`src/rtl/bf_exec_if.sv`:
```
// Handshake and tape-RAM bundle between fetch, the execute stage, the tape RAM and the byte I/O.
// slave: the execute stage. master: its environment (fetch, RAM, I/O).
interface bf_exec_if #(
    parameter int unsigned DATA_W = 16,
    parameter int unsigned PTR_W  = 16
);
    logic [15:0]       ins_in;
    logic              ins_valid;
    logic              ins_ready;
    logic [DATA_W-1:0] val_in;
    logic [DATA_W-1:0] val_out;
    logic              wb_en;
    logic [PTR_W-1:0]  ptr_select;
    logic [PTR_W-1:0]  ptr_wb;
    logic [15:0]       branch_val;
    logic              branch_en;
    logic [DATA_W-1:0] out_data;
    logic              out_valid;
    logic              out_ready;
    logic [DATA_W-1:0] in_data;
    logic              in_valid;
    logic              in_ready;
    logic              busy;

    modport slave (
        input  ins_in, ins_valid, val_in, out_ready, in_data, in_valid,
        output ins_ready, val_out, wb_en, ptr_select, ptr_wb, branch_val, branch_en,
               out_data, out_valid, in_ready, busy
    );

    modport master (
        output ins_in, ins_valid, val_in, out_ready, in_data, in_valid,
        input  ins_ready, val_out, wb_en, ptr_select, ptr_wb, branch_val, branch_en,
               out_data, out_valid, in_ready, busy
    );
endinterface

```
`src/rtl/bf_exec_unit.sv`:
```
// Execute stage of the tape-machine core: cell add/sub, pointer move, BRZ/BRNZ, byte I/O.
// Define ALU_SAT_EN to make PLUS/MINUS saturate instead of wrapping.
module bf_exec_unit #(
    parameter int unsigned DATA_W = 16,
    parameter int unsigned PTR_W  = 16,
    parameter int unsigned ADDR_W = 12
) (
    input logic      clk,
    input logic      rst,
    bf_exec_if.slave bus
);

    typedef enum logic [1:0] {StEmpty, StExec, StIoWait} state_e;

    typedef enum logic [3:0] {
        OpNop   = 4'd0,
        OpPlus  = 4'd1,
        OpMinus = 4'd2,
        OpInc   = 4'd3,
        OpDec   = 4'd4,
        OpBrz   = 4'd5,
        OpBrnz  = 4'd6,
        OpOut   = 4'd7,
        OpIn    = 4'd8
    } op_e;

    state_e            state_q, state_d;
    logic [15:0]       ins_q, ins_d;
    logic [DATA_W-1:0] val_q, val_d;
    logic [PTR_W-1:0]  ptr_q, ptr_d;

    logic              valid_q;
    logic              completes;
    logic              accept;
    logic [PTR_W-1:0]  nptr;
    logic [11:0]       amt12;
    logic [DATA_W-1:0] amt_d;
    logic [PTR_W-1:0]  amt_p;
    logic [DATA_W:0]   add_w;
    logic [DATA_W:0]   sub_w;
    logic [DATA_W-1:0] plus_res;
    logic [DATA_W-1:0] minus_res;
    logic [3:0]        op;

    assign valid_q = (state_q != StEmpty);
    assign op      = ins_q[15:12];

    // A zero immediate means "by one".
    assign amt12 = (ins_q[11:0] == 12'd0) ? 12'd1 : ins_q[11:0];
    assign amt_d = DATA_W'(amt12);
    assign amt_p = PTR_W'(amt12);

    assign add_w = {1'b0, val_q} + {1'b0, amt_d};
    assign sub_w = {1'b0, val_q} - {1'b0, amt_d};

`ifdef ALU_SAT_EN
    assign plus_res  = add_w[DATA_W] ? {DATA_W{1'b1}} : add_w[DATA_W-1:0];
    assign minus_res = sub_w[DATA_W] ? {DATA_W{1'b0}} : sub_w[DATA_W-1:0];
`else
    assign plus_res  = add_w[DATA_W-1:0];
    assign minus_res = sub_w[DATA_W-1:0];
`endif

    always_comb begin
        bus.val_out    = '0;
        bus.wb_en      = 1'b0;
        bus.branch_val = '0;
        bus.branch_en  = 1'b0;
        bus.out_data   = '0;
        bus.out_valid  = 1'b0;
        bus.in_ready   = 1'b0;
        nptr           = ptr_q;
        completes      = 1'b0;
        if (valid_q) begin
            case (op)
                OpPlus: begin
                    completes   = 1'b1;
                    bus.wb_en   = 1'b1;
                    bus.val_out = plus_res;
                end
                OpMinus: begin
                    completes   = 1'b1;
                    bus.wb_en   = 1'b1;
                    bus.val_out = minus_res;
                end
                OpInc: begin
                    completes = 1'b1;
                    nptr      = ptr_q + amt_p;
                end
                OpDec: begin
                    completes = 1'b1;
                    nptr      = ptr_q - amt_p;
                end
                OpBrz, OpBrnz: begin
                    completes = 1'b1;
                    // Branch test uses the latched stage value, never live val_in.
                    if ((val_q == '0) == (op == OpBrz)) begin
                        bus.branch_en  = 1'b1;
                        bus.branch_val = 16'(ins_q[ADDR_W-1:0]);
                    end
                end
                OpOut: begin
                    bus.out_valid = 1'b1;
                    bus.out_data  = val_q;
                    completes     = bus.out_ready;
                end
                OpIn: begin
                    bus.in_ready = 1'b1;
                    if (bus.in_valid) begin
                        completes   = 1'b1;
                        bus.wb_en   = 1'b1;
                        bus.val_out = bus.in_data;
                    end
                end
                default: completes = 1'b1;
            endcase
        end
    end

    assign bus.ins_ready  = !valid_q || (completes && !bus.branch_en);
    assign accept         = bus.ins_valid && bus.ins_ready;
    assign bus.ptr_select = nptr;
    assign bus.ptr_wb     = ptr_q;
    assign bus.busy       = valid_q;

    always_comb begin
        ins_d   = ins_q;
        val_d   = val_q;
        ptr_d   = completes ? nptr : ptr_q;
        state_d = state_q;
        if (accept) begin
            ins_d = bus.ins_in;
            // Forward our own write-back; the RAM read would still show the stale cell.
            val_d = bus.wb_en ? bus.val_out : bus.val_in;
        end
        unique case (state_q)
            StEmpty: if (accept) state_d = StExec;
            StExec, StIoWait: begin
                if (completes)    state_d = accept ? StExec : StEmpty;
                else              state_d = StIoWait;
            end
            default: state_d = StEmpty;
        endcase
    end

    always_ff @(posedge clk or posedge rst) begin
        if (rst) begin
            state_q <= StEmpty;
            ins_q   <= '0;
            val_q   <= '0;
            ptr_q   <= '0;
        end else begin
            state_q <= state_d;
            ins_q   <= ins_d;
            val_q   <= val_d;
            ptr_q   <= ptr_d;
        end
    end

endmodule

```
`src/flat_wrapper.sv`:
```
// flat-port wrapper written by rule: the top's interface ports become plain ports
module bf_exec_unit_flat 
#(
    parameter int unsigned DATA_W = 16,
    parameter int unsigned PTR_W  = 16,
    parameter int unsigned ADDR_W = 12
)
  (clk, rst, bus_ins_in, bus_ins_valid, bus_val_in, bus_out_ready, bus_in_data, bus_in_valid, bus_ins_ready, bus_val_out, bus_wb_en, bus_ptr_select, bus_ptr_wb, bus_branch_val, bus_branch_en, bus_out_data, bus_out_valid, bus_in_ready, bus_busy);
  bf_exec_if #(.DATA_W(DATA_W), .PTR_W(PTR_W)) bus_i ();
  input logic clk;
  input logic rst;
  input wire logic [$bits(bus_i.ins_in)-1:0] bus_ins_in;
  input wire logic [$bits(bus_i.ins_valid)-1:0] bus_ins_valid;
  input wire logic [$bits(bus_i.val_in)-1:0] bus_val_in;
  input wire logic [$bits(bus_i.out_ready)-1:0] bus_out_ready;
  input wire logic [$bits(bus_i.in_data)-1:0] bus_in_data;
  input wire logic [$bits(bus_i.in_valid)-1:0] bus_in_valid;
  output wire logic [$bits(bus_i.ins_ready)-1:0] bus_ins_ready;
  output wire logic [$bits(bus_i.val_out)-1:0] bus_val_out;
  output wire logic [$bits(bus_i.wb_en)-1:0] bus_wb_en;
  output wire logic [$bits(bus_i.ptr_select)-1:0] bus_ptr_select;
  output wire logic [$bits(bus_i.ptr_wb)-1:0] bus_ptr_wb;
  output wire logic [$bits(bus_i.branch_val)-1:0] bus_branch_val;
  output wire logic [$bits(bus_i.branch_en)-1:0] bus_branch_en;
  output wire logic [$bits(bus_i.out_data)-1:0] bus_out_data;
  output wire logic [$bits(bus_i.out_valid)-1:0] bus_out_valid;
  output wire logic [$bits(bus_i.in_ready)-1:0] bus_in_ready;
  output wire logic [$bits(bus_i.busy)-1:0] bus_busy;
  assign bus_i.ins_in = bus_ins_in;
  assign bus_i.ins_valid = bus_ins_valid;
  assign bus_i.val_in = bus_val_in;
  assign bus_i.out_ready = bus_out_ready;
  assign bus_i.in_data = bus_in_data;
  assign bus_i.in_valid = bus_in_valid;
  assign bus_ins_ready = bus_i.ins_ready;
  assign bus_val_out = bus_i.val_out;
  assign bus_wb_en = bus_i.wb_en;
  assign bus_ptr_select = bus_i.ptr_select;
  assign bus_ptr_wb = bus_i.ptr_wb;
  assign bus_branch_val = bus_i.branch_val;
  assign bus_branch_en = bus_i.branch_en;
  assign bus_out_data = bus_i.out_data;
  assign bus_out_valid = bus_i.out_valid;
  assign bus_in_ready = bus_i.in_ready;
  assign bus_busy = bus_i.busy;
  bf_exec_unit #(.DATA_W(DATA_W), .PTR_W(PTR_W), .ADDR_W(ADDR_W)) u_core (.clk(clk), .rst(rst), .bus(bus_i));
endmodule
```
`config.mk`:
```
export PLATFORM = sky130hd
export DESIGN_NAME = bf_exec_unit_flat
export DESIGN_NICKNAME = d
export VERILOG_FILES = /design/src/rtl/bf_exec_if.sv /design/src/rtl/bf_exec_unit.sv /design/src/flat_wrapper.sv
export SDC_FILE = /design/constraint.sdc
export NUM_CORES = 1
export LEC_CHECK = 0
export ABC_AREA = 0
export BUFFER_PORTS_ARGS = -buffer_cell sky130_fd_sc_hd__buf_4
export CORE_MARGIN = 8
export CORE_UTILIZATION = 48
export CTS_CLUSTER_SIZE = 14
export DETAILED_ROUTE_END_ITERATION = 12
export PLACE_DENSITY = 0.83
export SYNTH_ARGS = -nofsm -noshare
export SYNTH_HDL_FRONTEND = slang
export SYNTH_SLANG_ARGS = --single-unit
export TNS_END_PERCENT = 30
```
`constraint.sdc`:
```
create_clock -name clk -period 12.6 [get_ports clk]
set_clock_uncertainty 0.05 [all_clocks]
set_input_delay 0 -clock clk [delete_from_list [all_inputs] [get_ports clk]]
set_output_delay 0 -clock clk [all_outputs]
set_load 0.02 [all_outputs]
```
==> results.md <==
* Post-synth ARST share at 100%
* GRT Resource Usage Total at 21.9%
* FF+latch count, synth at 50
* H-tree depth at 2
* DIE WIDTH at 114 um
* Vias at 4,771
* DIE AREA at 0.0130 mm2
* WHS at 24.0 ps
* GR peak layer: met2
* Leakage at 0.00284 uW
* Initial antenna violation count at 0
* M1 GR Usage at 25.7%
* Startpoint of the lowest-slack hold path: bus_val_in[15]
* Setup TNS at 0 ps
* Bufs on Longest Clock Path at 2
* WP data arrival at 5220 ps
* Comb pwr share at 68.3%
* Launch point of the worst reg-to-reg path: u_core.ins_q[7]
* Cell with the most instances after synthesis: nor2_1
* Outcome: completed
* Synth Warn # at 0
* Total gr overflow at 0
* Vias in the first global route at 4,845
* Largest net degree at the start of global routing at 51
* Minimum clock period at 5270 ps
* Clock network fraction of total power at 9.4%
* Final Hold Viols at 0
* Initial core utilization at 49.5%
* Gpl congestion at 0.934
* Filler Cells Inserted at 797
* Register area share after synthesis at 27.2%
* Reg power frac at 22.2%
* Number of flops mapped to enable cells by yosys at 0
* Switching Share at 49.2%
* DR WL/cell at 17.2 um
* Final setup fails at 0
* Area of the mapped netlist at 0.00459 mm2
* Clock latency on the worst-skew pair at 310 ps
* Max VDD drop at 0.000138 V
* Area grow syn2layout at 32.8%
* Worst EP required at 12,550 ps
* Sw Pwr at 617 uW
* Post-CTS resize count at 0
* CP top delay family: simple AND/OR/NAND/NOR gates
* FMAX at 190 MHz
* Hold Path Depth at 3
* Worst-Margin Slew at 1110 ps
* Vias/cell at 5.65
* Crit Path Category: register to primary output
* Reg2reg end: u_core.val_q[11]
* CP cell instances: or3_1 > or4_1 > nor2_1 > a21o_1 > inv_1 > ha_1 > nand3b_1 > nand2_1 > xor2_1 > ha_1 > o21ai_1 > or3b_1 > a31o_1 > a31o_1 > or3_1 > a211oi_2 > xnor2_1 > buf_4
* Share of cells above drive strength 1 at 23.8%
* Hold Crit Class: input pin to register
* Die height at 114 um
* Ranking of synthesized cells by area: dfrtp_1 (27%), ha_1 (9.0%), xnor2_1 (5.9%)
* Detail Placement HPWL at 11.2 mm
* Nets at 801
* Port Buffers at 134
* Internal power at 637 uW
* Avg Inst Size Synth at 8.14 um2
* WP depth at 18
* R2R setup slack at 7430 ps
* Post-synth cell types at 66
* Worst Hold Path EP: u_core.val_q[15]
* CTS tree: done
* Std-Cell Rows at 35
* First-pass GRT wire length at 23.5 mm
* CTS Buf Count at 5
* Reg2reg path depth at 19
* Synth top cells by count: nor2_1 (60), dfrtp_1 (50), nand2_1 (48)
* Worst setup EP type: primary output
* Detail Route Antenna Nets at 0
* RSZ-0062 raised after global routing: no
* Drt pass-1 iters at 5
* Max-slew violation count at 0
* DRT iter0 DRCs at 288
* Sink Count at 50
* CP startpoint kind: register
* Pwr per Cell Area at 206 mW/mm2
* Clock transition at path regs at 100 ps
* Largest stage delay on the critical path at 520 ps
* Worst-path maximum fanout at 8
* Cell count after synthesis at 564
* Synth top area share at 27.2%
* Met3 usage at 4.12%
* Finished Core Util at 65.7%
* Total wire length at 14.5 mm
* Highest-delay cell along the critical path: or4_1
* Max Cap Viol at 0
* Area of the core at 0.00928 mm2
* Main synth FF type: dfrtp_1
* Slew HR at 25.6%
* Met2 GRT Util at 39.4%
* Tcrit/Tclk final at 41.8%
* Area leader, netlist: dfrtp_1
* Remaining DRCs at 0
* CP Buf/Inv Count at 2
* Clock Tree Root: clkbuf_8
* Boundary Pins at 139
-- worst register-to-register path, delay by kind of cell, from the launching register on --
| kind | cells | cell delay (ps) |
|---|---|---|
| flip-flops | 1 | 470 |
| AND/OR/NAND/NOR | 8 | 1930 |
| buffers and inverters | 2 | 650 |
| XOR/XNOR | 2 | 170 |
| adder cells (fa/ha/maj) | 2 | 630 |
| AO/OA/AOI/OAI | 5 | 1090 |
-- placed cells by master, fill, tap and decap left out, types with 6 or more instances in the layout --
cell type / instances
buf_4: 137
nor2_1: 60
dfrtp_1: 50
nand2_1: 48
o21ai_0: 44
a21oi_1: 43
dlygate4sd3_1: 34
ha_1: 33
xnor2_1: 31
and2_1: 27
inv_1: 19
mux2_2: 19
xor2_1: 12
nor3_1: 11
or3_1: 9
mux2i_1: 8
nand2b_1: 7
o31ai_1: 7
a21o_1: 7
nor2b_1: 6
nor4_1: 6
a211oi_1: 6
-- layer usage --
layer / share of wire (%) / routed length (um)
met3: 7.6 / 1090
met4: 1.9 / 273
met2: 50 / 7310
met5: 0 / 0
met1: 40 / 5800
-- power by group through the flow --
stage | logic [uW] | clock network [uW] | registers [uW]
floorplan | 586 | 0 | 279
global placement | 830 | 0 | 279
detailed placement | 843 | 0 | 281
CTS | 857 | 122 | 278
global route | 942 | 127 | 288
finish | 857 | 118 | 279
-- cells by family after synthesis --
kind of cell,share of synthesized area [%]
AND/OR/NAND/NOR,21.0
other,0.0817
buffers and inverters,4.99
multiplexers,6.89
AO/OA/AOI/OAI,21.7
XOR/XNOR,8.20
adder cells (fa/ha/maj),9.86
flip-flops,27.2
-- registers in the layout, summed over array words and instances (netlist names) --
register and count:
u_core.ins_q 16, u_core.bus.ptr_wb 16, u_core.val_q 16, u_core.state_q 2
-- timing repair --
action,4_1_cts,5_1_grt
setup endpoints to repair,0,0
hold buffers,32,2
setup buffers,0,0
endpoints found under the hold margin,81,1
-- final cells by class --
type | instances | area (um2) | area share, %
tap | 129 | 161 | 2.65
clock buffer | 6 | 72.6 | 1.19
multi-input combinational | 464 | 3130 | 51.3
antenna | 1 | 2.50 | 0.0410
inverter | 21 | 78.8 | 1.29
sequential | 50 | 1250 | 20.5
timing repair buffer | 171 | 1370 | 22.4
clock inverter | 2 | 37.5 | 0.615
-- stage by stage --
| step | instances | power, uW | setup WS, ps | cell area [um2] |
|---|---|---|---|---|
| after detailed placement | 801 | 1120 | 7730 | 5650 |
| after CTS | 841 | 1260 | 7380 | 6080 |
| after global routing | 843 | 1360 | 7030 | 6100 |
| after global placement | 801 | 1110 | 7900 | 5650 |
| final | 844 | 1250 | 7330 | 6100 |
| after floorplan | 567 | 865 | 8170 | 4600 |
-- worst max path at each step --
stage                          from                  to  slack (ps)
finish              u_core.ins_q[7]  bus_ptr_select[15]        7330
global route        u_core.ins_q[6]  bus_ptr_select[15]        7030
CTS                 u_core.ins_q[6]  bus_ptr_select[15]        7380
detailed placement  u_core.ins_q[7]    u_core.val_q[10]        7730
global placement    u_core.ins_q[6]    u_core.val_q[10]        7900
floorplan           u_core.ins_q[7]  bus_ptr_select[15]        8170
Note: power is estimated with default switching activity, not from simulation.
